[src/rtl/fd_pkg.sv]
// Shared definitions for the flash-data LUT read path: default bus widths,
// the arbiter state encoding and a small width helper used by the clients.
package fd_pkg;

  // Flash address and data widths used by every client of the LUT port
  localparam int FD_AW = 24;
  localparam int FD_DW = 32;

  // Arbiter states; 2'b11 is unused and steers back to IDLE
  typedef enum logic [1:0] {
    IDLE  = 2'b00,
    ISSUE = 2'b01,
    RESP  = 2'b10
  } fd_state_e;

  // Width of an index/counter able to hold 0..n-1, never narrower than 1 bit
  function automatic int fd_idx_w(input int n);
    return (n > 1) ? $clog2(n) : 1;
  endfunction

endpackage

[src/rtl/fd_read_arbiter_if.sv]
// Bundle of the requester-side handshake and the flash LUT read port.
// The arbiter uses the slave view; the surrounding system (requesters plus
// flash) uses the master view.
interface fd_read_arbiter_if #(
  parameter int NREQ = 2,
  parameter int AW   = fd_pkg::FD_AW,
  parameter int DW   = fd_pkg::FD_DW
);

  // Requester side
  logic [NREQ-1:0]    req_valid;
  logic [NREQ*AW-1:0] req_addr;
  logic [NREQ-1:0]    gnt_ready;
  logic [DW-1:0]      gnt_data;
  logic               gnt_err;

  // Flash side
  logic [AW-1:0]      fd_address;
  logic               fd_valid;
  logic               fd_ready;
  logic [DW-1:0]      fd;

  modport slave (
    input  req_valid, req_addr, fd_ready, fd,
    output gnt_ready, gnt_data, gnt_err, fd_address, fd_valid
  );

  modport master (
    output req_valid, req_addr, fd_ready, fd,
    input  gnt_ready, gnt_data, gnt_err, fd_address, fd_valid
  );

endinterface

[src/rtl/fd_rr_pick.sv]
// Combinational round-robin picker. Starting one past the previous winner
// and wrapping, it returns the first requester with its request bit set.
// Kept separate so other shared flash clients can reuse it.
module fd_rr_pick #(
  parameter int NREQ = 2,
  parameter int IW   = (NREQ > 1) ? $clog2(NREQ) : 1
) (
  input  logic [NREQ-1:0] req_valid,
  input  logic [IW-1:0]   last_gnt,
  output logic            any,
  output logic [IW-1:0]   idx
);

  logic [IW-1:0] cand;

  // Walk the requesters in priority order and keep the first active one
  always_comb begin
    any  = 1'b0;
    idx  = '0;
    cand = '0;
    for (int off = 1; off <= NREQ; off++) begin
      cand = IW'((int'(last_gnt) + off) % NREQ);
      if (!any && req_valid[cand]) begin
        any = 1'b1;
        idx = cand;
      end
    end
  end

endmodule

[src/rtl/fd_read_arbiter.sv]
// Shares the single flash-data LUT read port between NREQ requesters.
// One read runs at a time, winners are picked round-robin, a one-entry
// last-address cache short-circuits repeated reads, and a timeout turns a
// stalled flash into an error response instead of a hung requester.
module fd_read_arbiter
  import fd_pkg::*;
#(
  parameter int NREQ        = 2,
  parameter int AW          = FD_AW,
  parameter int DW          = FD_DW,
  parameter int TIMEOUT_CYC = 1024,
  parameter int CACHE_EN    = 1
) (
  input  logic                 clk,
  input  logic                 rstn,
  fd_read_arbiter_if.slave     bus,
  input  logic                 cache_clr,
  output logic                 busy
);

  localparam int IW = fd_idx_w(NREQ);
  localparam int CW = fd_idx_w(TIMEOUT_CYC);
  localparam logic [CW-1:0] CNT_LAST = CW'(TIMEOUT_CYC - 1);

  fd_state_e     state_q, state_d;

  logic [IW-1:0] idx_q;
  logic [IW-1:0] last_gnt_q;
  logic [AW-1:0] addr_q;
  logic [DW-1:0] data_q;
  logic          err_q;
  logic [CW-1:0] cnt_q;

  logic          cache_vld_q;
  logic [AW-1:0] cache_addr_q;
  logic [DW-1:0] cache_data_q;

  logic          pick_any;
  logic [IW-1:0] pick_idx;
  logic [AW-1:0] pick_addr;
  logic          hit;
  logic          timeout;

  fd_rr_pick #(
    .NREQ (NREQ),
    .IW   (IW)
  ) u_pick (
    .req_valid (bus.req_valid),
    .last_gnt  (last_gnt_q),
    .any       (pick_any),
    .idx       (pick_idx)
  );

  // Select the address slice belonging to the current round-robin winner
  always_comb begin
    pick_addr = '0;
    for (int i = 0; i < NREQ; i++) begin
      if (pick_idx == IW'(i)) begin
        pick_addr = bus.req_addr[i*AW +: AW];
      end
    end
  end

  // A clear arriving with the lookup forces a miss so stale data never escapes
  assign hit = (CACHE_EN != 0) && cache_vld_q && !cache_clr &&
               (pick_addr == cache_addr_q);

  // Last allowed ISSUE cycle with the flash still silent
  assign timeout = !bus.fd_ready && (cnt_q == CNT_LAST);

  // State register
  always_ff @(posedge clk) begin
    if (!rstn) begin
      state_q <= IDLE;
    end else begin
      state_q <= state_d;
    end
  end

  // Next-state decode and all port outputs, decoded from the registered state
  always_comb begin
    state_d        = state_q;
    bus.gnt_ready  = '0;
    bus.gnt_data   = '0;
    bus.gnt_err    = 1'b0;
    bus.fd_valid   = 1'b0;
    bus.fd_address = '0;
    busy           = 1'b1;
    case (state_q)
      IDLE: begin
        busy = 1'b0;
        if (pick_any) begin
          state_d = hit ? RESP : ISSUE;
        end
      end
      ISSUE: begin
        bus.fd_valid   = 1'b1;
        bus.fd_address = addr_q;
        if (bus.fd_ready || timeout) begin
          state_d = RESP;
        end
      end
      RESP: begin
        bus.gnt_ready[idx_q] = 1'b1;
        bus.gnt_data         = data_q;
        bus.gnt_err          = err_q;
        state_d              = IDLE;
      end
      default: begin
        state_d = IDLE;
      end
    endcase
  end

  // Transaction datapath: winner latch, flash capture, timeout counter, cache
  always_ff @(posedge clk) begin
    if (!rstn) begin
      idx_q        <= '0;
      last_gnt_q   <= IW'(NREQ - 1);
      addr_q       <= '0;
      data_q       <= '0;
      err_q        <= 1'b0;
      cnt_q        <= '0;
      cache_vld_q  <= 1'b0;
      cache_addr_q <= '0;
      cache_data_q <= '0;
    end else begin
      case (state_q)
        IDLE: begin
          cnt_q <= '0;
          if (pick_any) begin
            idx_q  <= pick_idx;
            addr_q <= pick_addr;
            if (hit) begin
              data_q <= cache_data_q;
              err_q  <= 1'b0;
            end
          end
        end
        ISSUE: begin
          cnt_q <= cnt_q + 1'b1;
          if (bus.fd_ready) begin
            data_q <= bus.fd;
            err_q  <= 1'b0;
            if (CACHE_EN != 0) begin
              cache_addr_q <= addr_q;
              cache_data_q <= bus.fd;
              cache_vld_q  <= 1'b1;
            end
          end else if (timeout) begin
            data_q <= '0;
            err_q  <= 1'b1;
          end
        end
        RESP: begin
          last_gnt_q <= idx_q;
          cnt_q      <= '0;
        end
        default: begin
          cnt_q <= '0;
        end
      endcase
      if (cache_clr) begin
        cache_vld_q <= 1'b0;
      end
    end
  end

endmodule

[src/flat_wrapper.sv]
// flat-port wrapper written by rule: the top's interface ports become plain ports
module fd_read_arbiter_flat import fd_pkg::*;
#(
  parameter int NREQ        = 2,
  parameter int AW          = FD_AW,
  parameter int DW          = FD_DW,
  parameter int TIMEOUT_CYC = 1024,
  parameter int CACHE_EN    = 1
)
  (clk, rstn, cache_clr, busy, bus_req_valid, bus_req_addr, bus_fd_ready, bus_fd, bus_gnt_ready, bus_gnt_data, bus_gnt_err, bus_fd_address, bus_fd_valid);
  fd_read_arbiter_if #(.NREQ(NREQ), .AW(AW), .DW(DW)) bus_i ();
  input  logic clk;
  input  logic rstn;
  input  logic cache_clr;
  output logic busy;
  input wire logic [$bits(bus_i.req_valid)-1:0] bus_req_valid;
  input wire logic [$bits(bus_i.req_addr)-1:0] bus_req_addr;
  input wire logic [$bits(bus_i.fd_ready)-1:0] bus_fd_ready;
  input wire logic [$bits(bus_i.fd)-1:0] bus_fd;
  output wire logic [$bits(bus_i.gnt_ready)-1:0] bus_gnt_ready;
  output wire logic [$bits(bus_i.gnt_data)-1:0] bus_gnt_data;
  output wire logic [$bits(bus_i.gnt_err)-1:0] bus_gnt_err;
  output wire logic [$bits(bus_i.fd_address)-1:0] bus_fd_address;
  output wire logic [$bits(bus_i.fd_valid)-1:0] bus_fd_valid;
  assign bus_i.req_valid = bus_req_valid;
  assign bus_i.req_addr = bus_req_addr;
  assign bus_i.fd_ready = bus_fd_ready;
  assign bus_i.fd = bus_fd;
  assign bus_gnt_ready = bus_i.gnt_ready;
  assign bus_gnt_data = bus_i.gnt_data;
  assign bus_gnt_err = bus_i.gnt_err;
  assign bus_fd_address = bus_i.fd_address;
  assign bus_fd_valid = bus_i.fd_valid;
  fd_read_arbiter #(.NREQ(NREQ), .AW(AW), .DW(DW), .TIMEOUT_CYC(TIMEOUT_CYC), .CACHE_EN(CACHE_EN)) u_core (.clk(clk), .rstn(rstn), .bus(bus_i), .cache_clr(cache_clr), .busy(busy));
endmodule
[config.mk]
export PLATFORM = sky130hd
export DESIGN_NAME = fd_read_arbiter_flat
export DESIGN_NICKNAME = d
export VERILOG_FILES = /design/src/rtl/fd_pkg.sv /design/src/rtl/fd_read_arbiter_if.sv /design/src/rtl/fd_rr_pick.sv /design/src/rtl/fd_read_arbiter.sv /design/src/flat_wrapper.sv
export SDC_FILE = /design/constraint.sdc
export NUM_CORES = 1
export LEC_CHECK = 0
export CAP_MARGIN = 30
export CELL_PAD_IN_SITES_DETAIL_PLACEMENT = 0
export CELL_PAD_IN_SITES_GLOBAL_PLACEMENT = 1
export CORE_MARGIN = 3
export CORE_UTILIZATION = 34
export DETAILED_ROUTE_END_ITERATION = 8
export GPL_TIMING_DRIVEN = 0
export MAX_ROUTING_LAYER = met4
export PLACE_DENSITY = 0.9
export SLEW_MARGIN = 20
export SYNTH_ARGS = -nofsm -noshare
export SYNTH_HDL_FRONTEND = slang
export SYNTH_SLANG_ARGS = --single-unit
[constraint.sdc]
create_clock -name clk -period 2.8 [get_ports clk]
set_input_delay 0.42 -clock clk [delete_from_list [all_inputs] [get_ports clk]]
set_output_delay 0.42 -clock clk [all_outputs]
set_load 0.02 [all_outputs]
== Word-level counts from Yosys, hierarchy flattened ==
Cells that the tools add are included.

* Flip-flop bits (word level): 128
* Input port bits: 86
* Output and inout port bits: 61

* $add $sub $neg: 3
* $lt $le $gt $ge: 4
* Equality and inequality tests: 8
* Multiplexer cells: 31
* Bitwise logic cells: 1
* Reductions and logical operators: 17

{| class="wikitable"
|+ Operator list
! kind !! number
|-
| two-way mux 32 bit || 5
|-
| case mux 32 bit (2 select lines) || 1
|-
| two-way mux 24 bit || 2
|-
| equality test 24 bit || 1
|-
| two-way mux 1 bit || 16
|-
| adder 10 x 1 -> 10 bit, second input constant || 1
|-
| equality test 10 bit, second input constant || 1
|-
| two-way mux 2 bit || 4
|-
| AND reduction 2 bit || 4
|-
| < comparator 1 x 2 -> 1 bit, second input constant || 3
|-
| != test 2 x 1 -> 1 bit, second input constant || 3
|-
| logical AND 1 bit || 5
|-
| case mux 2 bit (2 select lines) || 1
|-
| AND reduction 4 bit || 1
|-
| zero test 1 bit || 3
|-
| != test 3 x 2 -> 1 bit, second input constant || 1
|-
| adder 1 bit, second input constant || 2
|-
| equality test 2 x 1 -> 1 bit, second input constant || 1
|-
| equality test 2 bit, second input constant || 1
|-
| zero test 2 bit || 1
|-
| case mux 1 bit (2 select lines) || 1
|-
| nonzero test 2 bit || 1
|-
| OR reduction 2 bit || 1
|-
| demux 1 bit (select 1 bit) || 1
|-
| other kinds (3) || 3
|}

== Longest topological paths before layout ==
Gate-level depths: netlist of the first run.

* Word-level depth: 13
* Gate-level depth with buffers: 12
* Gate-level depth less buffers: 7

== By module ==
Synthesis of the first run repeated with hierarchy kept, for this count alone.

* Cells, all modules: 707
* Area, all modules: 5984.5 um^2

{| class="wikitable"
|+ Modules (own cells, without submodules)
! module !! instances !! cells an instance !! area each (um^2) !! sequential area each (um^2)
|-
| fd_read_arbiter || 1 || 705 || 5970.7 || 2562.5
|-
| fd_rr_pick || 1 || 2 || 13.8 || 0.0
|}

== Least setup slack after synthesis of the first run ==
No wires, ideal clock.

* Path kind: in2reg
* From: input bus_req_valid[1]
* To: register u_core.data_q[0]
* Arrival time: 2.491 ns
* Slack: 0.190 ns
* Stages on the path: 9
* Buffers on the path: 2
* Cell sequence: a21boi_4 > buf_6 > mux2i_1 > o2bb2ai_1 > or4_1 > nor4_2 > a21oi_1 > buf_2 > o221a_1

* Word-level cells in the longest chain between the ends: 11

{| class="wikitable"
|+ Ends and longest elaborated chain
! element !! RTL line !! source
|-
| start: declaration || flat_wrapper.sv:16 || <nowiki>input wire logic [$bits(bus_i.req_valid)-1:0] bus_req_valid;</nowiki>
|-
| two-way mux 1 bit (not written as such) (2 in a row) || fd_rr_pick.sv:23 || <nowiki>if (!any && req_valid[cand]) begin</nowiki>
|-
| two-way mux 1 bit || fd_rr_pick.sv:23 ||
|-
| zero test 1 bit || fd_rr_pick.sv:23 ||
|-
| logical AND 1 bit || fd_rr_pick.sv:23 ||
|-
| two-way mux 1 bit || fd_rr_pick.sv:23 ||
|-
| two-way mux 24 bit || fd_read_arbiter.sv:58 || <nowiki>if (pick_idx == IW'(i)) begin</nowiki>
|-
| equality test 24 bit || fd_read_arbiter.sv:66 || <nowiki>(pick_addr == cache_addr_q);</nowiki>
|-
| logical AND 1 bit || fd_read_arbiter.sv:65 || <nowiki>assign hit = (CACHE_EN != 0) && cache_vld_q && !cache_clr &&</nowiki>
|-
| != test 2 x 1 -> 1 bit (no line) || -- ||
|-
| AND reduction 4 bit (no line) (*) || -- ||
|-
| end signal: assignment || fd_read_arbiter.sv:135 || <nowiki>data_q <= cache_data_q;</nowiki>
|-
| end signal: assignment || fd_read_arbiter.sv:143 || <nowiki>data_q <= bus.fd;</nowiki>
|-
| end: declaration || fd_read_arbiter.sv:30 || <nowiki>logic [DW-1:0] data_q;</nowiki>
|}

Every way passes the cells marked *; elsewhere a longest branch is shown, timed or not. The select of a mux whose other input is x is not followed.
A chain may end at the register's enable or synchronous reset.

== Worst setup path after layout of the first run ==
* From: register u_core.last_gnt_q
* To: register u_core.data_q[29]

* Word-level cells in the longest chain between the ends: 12

{| class="wikitable"
|+ Ends and longest elaborated chain
! element !! RTL line !! source
|-
| start: declaration || fd_read_arbiter.sv:28 || <nowiki>logic [IW-1:0] last_gnt_q;</nowiki>
|-
| start signal: assignment || fd_read_arbiter.sv:119 || <nowiki>last_gnt_q <= IW'(NREQ - 1);</nowiki>
|-
| start signal: assignment || fd_read_arbiter.sv:156 || <nowiki>last_gnt_q <= idx_q;</nowiki>
|-
| adder 1 bit || fd_rr_pick.sv:22 || <nowiki>cand = IW'((int'(last_gnt) + off) % NREQ);</nowiki>
|-
| two-way mux 1 bit (not written as such) (2 in a row) || fd_rr_pick.sv:23 ||
|-
| two-way mux 1 bit || fd_rr_pick.sv:23 ||
|-
| zero test 1 bit || fd_rr_pick.sv:23 ||
|-
| logical AND 1 bit || fd_rr_pick.sv:23 ||
|-
| two-way mux 1 bit || fd_rr_pick.sv:23 ||
|-
| two-way mux 24 bit || fd_read_arbiter.sv:58 ||
|-
| equality test 24 bit || fd_read_arbiter.sv:66 ||
|-
| logical AND 1 bit || fd_read_arbiter.sv:65 ||
|-
| != test 2 x 1 -> 1 bit (no line) || -- ||
|-
| AND reduction 4 bit (no line) (*) || -- ||
|}

Marks and branches as above.

==> flow_summary.json, run 1 <==
{
  "antenna_found_initial": 0,
  "required_ns": 3.11,
  "fp.coreArea_sq_um": 18100,
  "p_per_area_nw_per_um2": 578,
  "p_leak_nw": 3.65,
  "fin_util_pct": 50.8,
  "comb_power_share_pct": 17.5,
  "drtPass1Iterations": 5,
  "h-tree-depth": 4,
  "p_seq_share_pct": 37.7,
  "grt_busiest_layer": "met2",
  "drcViolationCount": 0,
  "start_kind": "register",
  "reg2reg_depth": 11,
  "portBuffers": 144,
  "grt_util_met1_pct": 26.5,
  "synth_cell_types": 48,
  "avgSynthCellArea_sq_um": 8.35,
  "fin_area_sq_um": 9230,
  "area_growth_pct": 45.0,
  "outcome": "complete, but fails checks",
  "grt_pass1_wl_um": 32000,
  "clockBufferDepth": 2,
  "path_max_fanout": 8,
  "worst_slew_pin_slew_ns": 0.825,
  "drtAntennaViolNets": 0,
  "syn_area_sq_um": 6360,
  "slew_violations": 0,
  "syn_inst": 762,
  "post-route-min-period_ns": 2.85,
  "placed_area_sq_um": 8090,
  "timing.hold.ws_ns": 0.435,
  "wl_per_cell_um": 17.6,
  "clock.fmax_mhz": 351,
  "slew_headroom_pct": 44.7,
  "vias": 6284,
  "hpwlAfterDp_um": 14200,
  "antenna_cells": 0,
  "min_from": "rstn",
  "wl_um": 20900,
  "fin_total_pwr_mw": 5.33,
  "cts_tree": "done",
  "multi_input_area_sq_um": 3640,
  "die_y_um": 143,
  "start_util_pct": 35.1,
  "p_switching_mw": 1.50,
  "met2_usage_pct": 32.1,
  "final_common_cell": "nand2_1",
  "register_area_sq_um": 2570,
  "fin_skew_ns": 0.0153,
  "die_x_um": 143,
  "use_met3_pct": 3.88,
  "grt_setup_unrepaired": "true",
  "failed_checks": "setup timing",
  "drt_iter0_drc": 462,
  "arrival_ns": 3.16,
  "holdPathEnd": "u_core.cache_data_q[22]",
  "grt_max_degree": 17,
  "clk_pin_slew_worst_paths_ns": 0.06,
  "numCtsBuffers": 17,
  "mostFrequentLayoutCells": "nand2_1, clkdlybuf4s50_1, dfxtp_1",
  "die-area_sq_um": 20400,
  "fillCellCount": 1679,
  "ir_drop_mv": 0.480,
  "grt_use_total_pct": 20.4,
  "whs_path_depth": 2,
  "p_int_mw": 3.83,
  "hold_violations": 0,
  "seq_area_frac_synth_pct": 40.3,
  "hold_buffers": 0,
  "fin_ws_ns": -0.0516,
  "r2r_slack_ns": -0.05,
  "fin_setup_tns_ns": -0.543,
  "period_share_pct": 102,
  "switching_share_pct": 28.1,
  "nNetsFinal": 1032,
  "viasPerCell": 5.29,
  "ctsRootBufferMaster": "clkbuf_16",
  "overflow": 0,
  "drive_gt1_share_pct": 10.0,
  "grt_pass1_vias": 6001,
  "clk_latency_ns": 0.43,
  "hp-class": "primary input to register",
  "regToRegStartpoint": "u_core.last_gnt_q",
  "worst-setup-path-type": "register to register",
  "num_rows": 49,
  "r2r-end": "u_core.data_q[29]",
  "cap_violations": 0,
  "finalSetupViolations": 26,
  "syn_nets": 849,
  "ios": 147,
  "clock_sinks": 128,
  "crit_start": "u_core.last_gnt_q",
  "ys_ff_latch": 128,
  "gp_congestion": 0.930,
  "setup.worst_path.end_class": "register",
  "synth_warnings": 0,
  "clkPwrFrac_pct": 44.7
}
## through the flow
step           std cells  worst slack, ns
6_report            1187          -0.0516
5_1_grt             1187           -0.142
4_1_cts             1179          -0.0708
3_5_place_dp        1135            -1.02
3_3_place_gp        1135           -0.982
2_1_floorplan        762            0.190
## logic make-up after synthesis
kind of cell	share of synthesized area, %
xor+xnor	3.44
fa+ha+maj	0.197
simple gates	21.4
flops	40.3
compound gates	25.4
buf+inv	5.39
mux	3.93
## layer usage
layer,vias up,part of all wire [%]
met5,-,0
met4,0,2.5
met3,40,6.6
met2,261,47
met1,2968,44
li1,3015,-
## registers in the layout (all words and copies together) (netlist names)
register,cells
u_core.cache_vld_q,1
u_core.cnt_q,10
u_core.state_q,2
u_core.data_q,32
u_core.err_q,1
u_core.cache_addr_q,24
u_core.idx_q,1
u_core.last_gnt_q,1
u_core.cache_data_q,32
u_core.addr_q,24
## Yosys cell counts, drive strengths merged
library cell / number / share of area, %
or4: 3 / 0.35
o2111ai: 3 / 0.41
and2: 61 / 6.0
xor2: 11 / 1.5
a21oi: 66 / 5.2
a222oi: 1 / 0.16
o31a: 1 / 0.14
nor3: 1 / 0.079
nand3b: 1 / 0.12
ha: 1 / 0.20
a21o: 1 / 0.12
o22ai: 4 / 0.39
and3: 2 / 0.20
a221oi: 1 / 0.14
xnor2: 14 / 1.9
o31ai: 1 / 0.12
inv: 17 / 1.0
nand2: 144 / 8.5
nor2b: 6 / 0.59
nand2b: 14 / 1.4
o32ai: 1 / 0.14
o211a: 24 / 3.8
nand3: 8 / 0.63
nand4: 1 / 0.098
o22a: 1 / 0.14
o221ai: 3 / 0.41
o221a: 32 / 5.7
o21ai: 2 / 0.16
a31oi: 1 / 0.098
o211ai: 3 / 0.35
a21boi: 59 / 7.1
clkbuf: 49 / 2.9
mux2i: 25 / 3.9
o2bb2ai: 3 / 0.41
nor2: 51 / 3.0
a22oi: 2 / 0.24
buf: 12 / 1.5
nor3b: 1 / 0.12
nor4: 2 / 0.29
dfxtp: 128 / 40
a2111oi: 1 / 0.24
## critical path, cell delays in order, from the launching register on
cell       delay, ns
dfxtp_4         0.36
a21boi_4        0.24
buf_6           0.16
mux2i_4         0.23
o2bb2ai_2       0.09
or4_4           0.55
nor4_4          0.29
buf_4           0.18
buf_12          0.11
a21oi_4         0.11
buf_6           0.18
o221a_1         0.22
## power groups by stage
stage	combinational, mW	clock (mW)	sequential, mW
2_1_floorplan	0.477	0	2.02
3_3_place_gp	0.812	0	2.04
3_5_place_dp	0.818	0	2.05
4_1_cts	0.884	2.41	2.01
5_1_grt	1.01	2.49	2.03
6_report	0.934	2.38	2.01
## worst max path at each step
stage	to	slack (ns)	cells after the start
after floorplan	u_core.data_q[0]	0.19	9
after global placement	u_core.data_q[10]	-0.98	10
after detailed placement	u_core.data_q[1]	-1.02	10
after CTS	u_core.data_q[31]	-0.07	12
after global routing	u_core.data_q[29]	-0.14	11
final	u_core.data_q[29]	-0.05	11
## final cells by class
class	count	area share (%)
multi-input cells	556	39.4
flip-flops and latches	128	27.8
repair buffers	164	18.5
clock buffers	18	4.76
plain buffers	61	3.69
well taps	229	3.11
clock inverters	14	2.06
inverters	17	0.692
## what timing repair did
item | CTS | global route
pin swaps | 6 | 12
cloned | 3 | 5
resized for setup | 36 | 47
buffers inserted | 9 | 6
endpoints found under the setup margin | 87 | 84
Note: power is estimated with default switching activity, not from simulation.
==> run 2: changes to the inputs <==
Settings changed: SKIP_LAST_GASP set to 1.
==> run 2 against run 1 <==
  * The run still ends with setup timing left
  * Sequential share of layout area increased by 0.17 points
  * Clock-buffer cell count stayed put
  * Setup slack better by 0.025 ns
  * Critical path depth is 1 higher
  * First-iteration DRC count decreased by 8.0%
  * Critical path type unchanged
  * Largest cell class unchanged
==> flow_summary.json, run 2 (synthesized netlist as in run 1, its figures left out) <==
{
  "clockBufferDepth": 2,
  "area_growth_pct": 44.1,
  "hpwlAfterDp_um": 14200,
  "placed_area_sq_um": 8090,
  "slew_violations": 0,
  "path_cells": "a21boi_4 > buf_12 > buf_4 > mux2i_4 > o2bb2ai_1 > or4_4 > nor4_4 > buf_4 > buf_12 > a21oi_4 > buf_6 > o221a_1",
  "fin_skew_ns": 0.0136,
  "drtAntennaViolNets": 0,
  "cts_tree": "done",
  "drive_gt1_share_pct": 9.62,
  "hp-class": "primary input to register",
  "worst_slew_pin_slew_ns": 0.847,
  "setup.worst_path.end_class": "register",
  "worst-setup-path-type": "register to register",
  "required_ns": 3.10,
  "vias": 6219,
  "ios": 147,
  "wl_per_cell_um": 17.4,
  "fin_area_sq_um": 9170,
  "overflow": 0,
  "fp.coreArea_sq_um": 18100,
  "critPathSlowestCell": "or4_4",
  "grt_setup_unrepaired": "true",
  "cp_top_family": "buffers and inverters",
  "antenna_found_initial": 0,
  "start_util_pct": 35.1,
  "slowest_delay_ns": 0.43,
  "gp_congestion": 0.930,
  "num_rows": 49,
  "ctsRootBufferMaster": "clkbuf_16",
  "viasPerCell": 5.25,
  "die_x_um": 143,
  "top_regs": "u_core.cache_data_q (32), u_core.data_q (32)",
  "finalSetupViolations": 17,
  "dp_slack_ns": -1.02,
  "grt_use_total_pct": 20.4,
  "period_share_pct": 101,
  "clk_pin_slew_worst_paths_ns": 0.06,
  "clk_latency_ns": 0.42,
  "fin_setup_tns_ns": -0.173,
  "wl_um": 20600,
  "grt_pass1_vias": 6001,
  "path_max_fanout": 7,
  "grt_pass1_wl_um": 31900,
  "numCtsBuffers": 17,
  "die_y_um": 143,
  "h-tree-depth": 4,
  "drtPass1Iterations": 6,
  "crit_buf_inv": 5,
  "mostFrequentLayoutCells": "nand2_1, clkdlybuf4s50_1, dfxtp_1",
  "arrival_ns": 3.12,
  "fillCellCount": 1688,
  "nNetsFinal": 1030,
  "slew_headroom_pct": 43.3,
  "drcViolationCount": 0,
  "clock_sinks": 128,
  "hold_violations": 0,
  "final_common_cell": "nand2_1",
  "failed_checks": "setup timing",
  "post-route-min-period_ns": 2.83,
  "fin_util_pct": 50.5,
  "fin_ws_ns": -0.0262,
  "ir_drop_mv": 0.468,
  "outcome": "complete, but fails checks",
  "p_per_area_nw_per_um2": 580,
  "portBuffers": 144,
  "p_leak_nw": 3.62,
  "antenna_cells": 0,
  "hold_buffers": 0,
  "die-area_sq_um": 20400,
  "drt_iter0_drc": 425,
  "start_kind": "register",
  "grt_max_degree": 17,
  "cap_violations": 0,
  "clock.fmax_mhz": 354
}
-- run 2: timing repair --
item / CTS / global route
pin swaps: 6 / 9
gates resized for setup: 35 / 41
cloned: 3 / 3
setup endpoints to repair: 87 / 79
setup buffers: 9 / 6
-- run 2: worst register-to-register path, cell delays in order, from the launching register on --
cell,delay (ns)
dfxtp_4,0.36
a21boi_4,0.24
buf_12,0.18
buf_4,0.13
mux2i_4,0.22
o2bb2ai_1,0.09
or4_4,0.43
nor4_4,0.29
buf_4,0.18
buf_12,0.11
a21oi_4,0.10
buf_6,0.17
o221a_1,0.21
-- run 2: cell type report --
class	count	area (sq um)	area share [%]
plain buffers	61	340	3.71
clock buffers	18	439	4.79
clock inverters	14	190	2.07
inverters	17	63.8	0.696
multi-input cells	556	3620	39.5
flip-flops and latches	128	2570	28.0
well taps	229	287	3.12
repair buffers	162	1660	18.1
-- run 2: through the flow --
stage	cells	hold WS (ns)	total power, mW
after global placement	1135	0.444	2.86
final	1185	0.426	5.32
after global routing	1185	0.457	5.51
after detailed placement	1135	0.455	2.86
after floorplan	762	0.430	2.50
after CTS	1179	0.407	5.30
-- run 2: path summary, 6_finish.rpt --
kind	start	end	slack [ns]	cells past startpoint
max	u_core.last_gnt_q	u_core.data_q[1]	-0.03	12
min	rstn	u_core.cache_data_q[22]	0.43	2
max reg2reg	u_core.last_gnt_q	u_core.data_q[1]	-0.03	12
min reg2reg	u_core.cache_data_q[5]	u_core.cache_data_q[5]	0.46	2
-- run 2: metal layers --
metal  vias up  GRT usage (%)  routed length (um)
met1      2916           26.5                9270
met5         -              -                   0
met3        45           3.88                1250
met4         0           6.85                 514
met2       242           32.1                9610
li1       3016              -                   -
-- run 2: power by group --
group | leakage [nW] | internal [mW] | switching, mW
combinational | 2.26 | 0.432 | 0.488
sequential | 1.05 | 1.93 | 0.0784
clock | 0.307 | 1.46 | 0.928
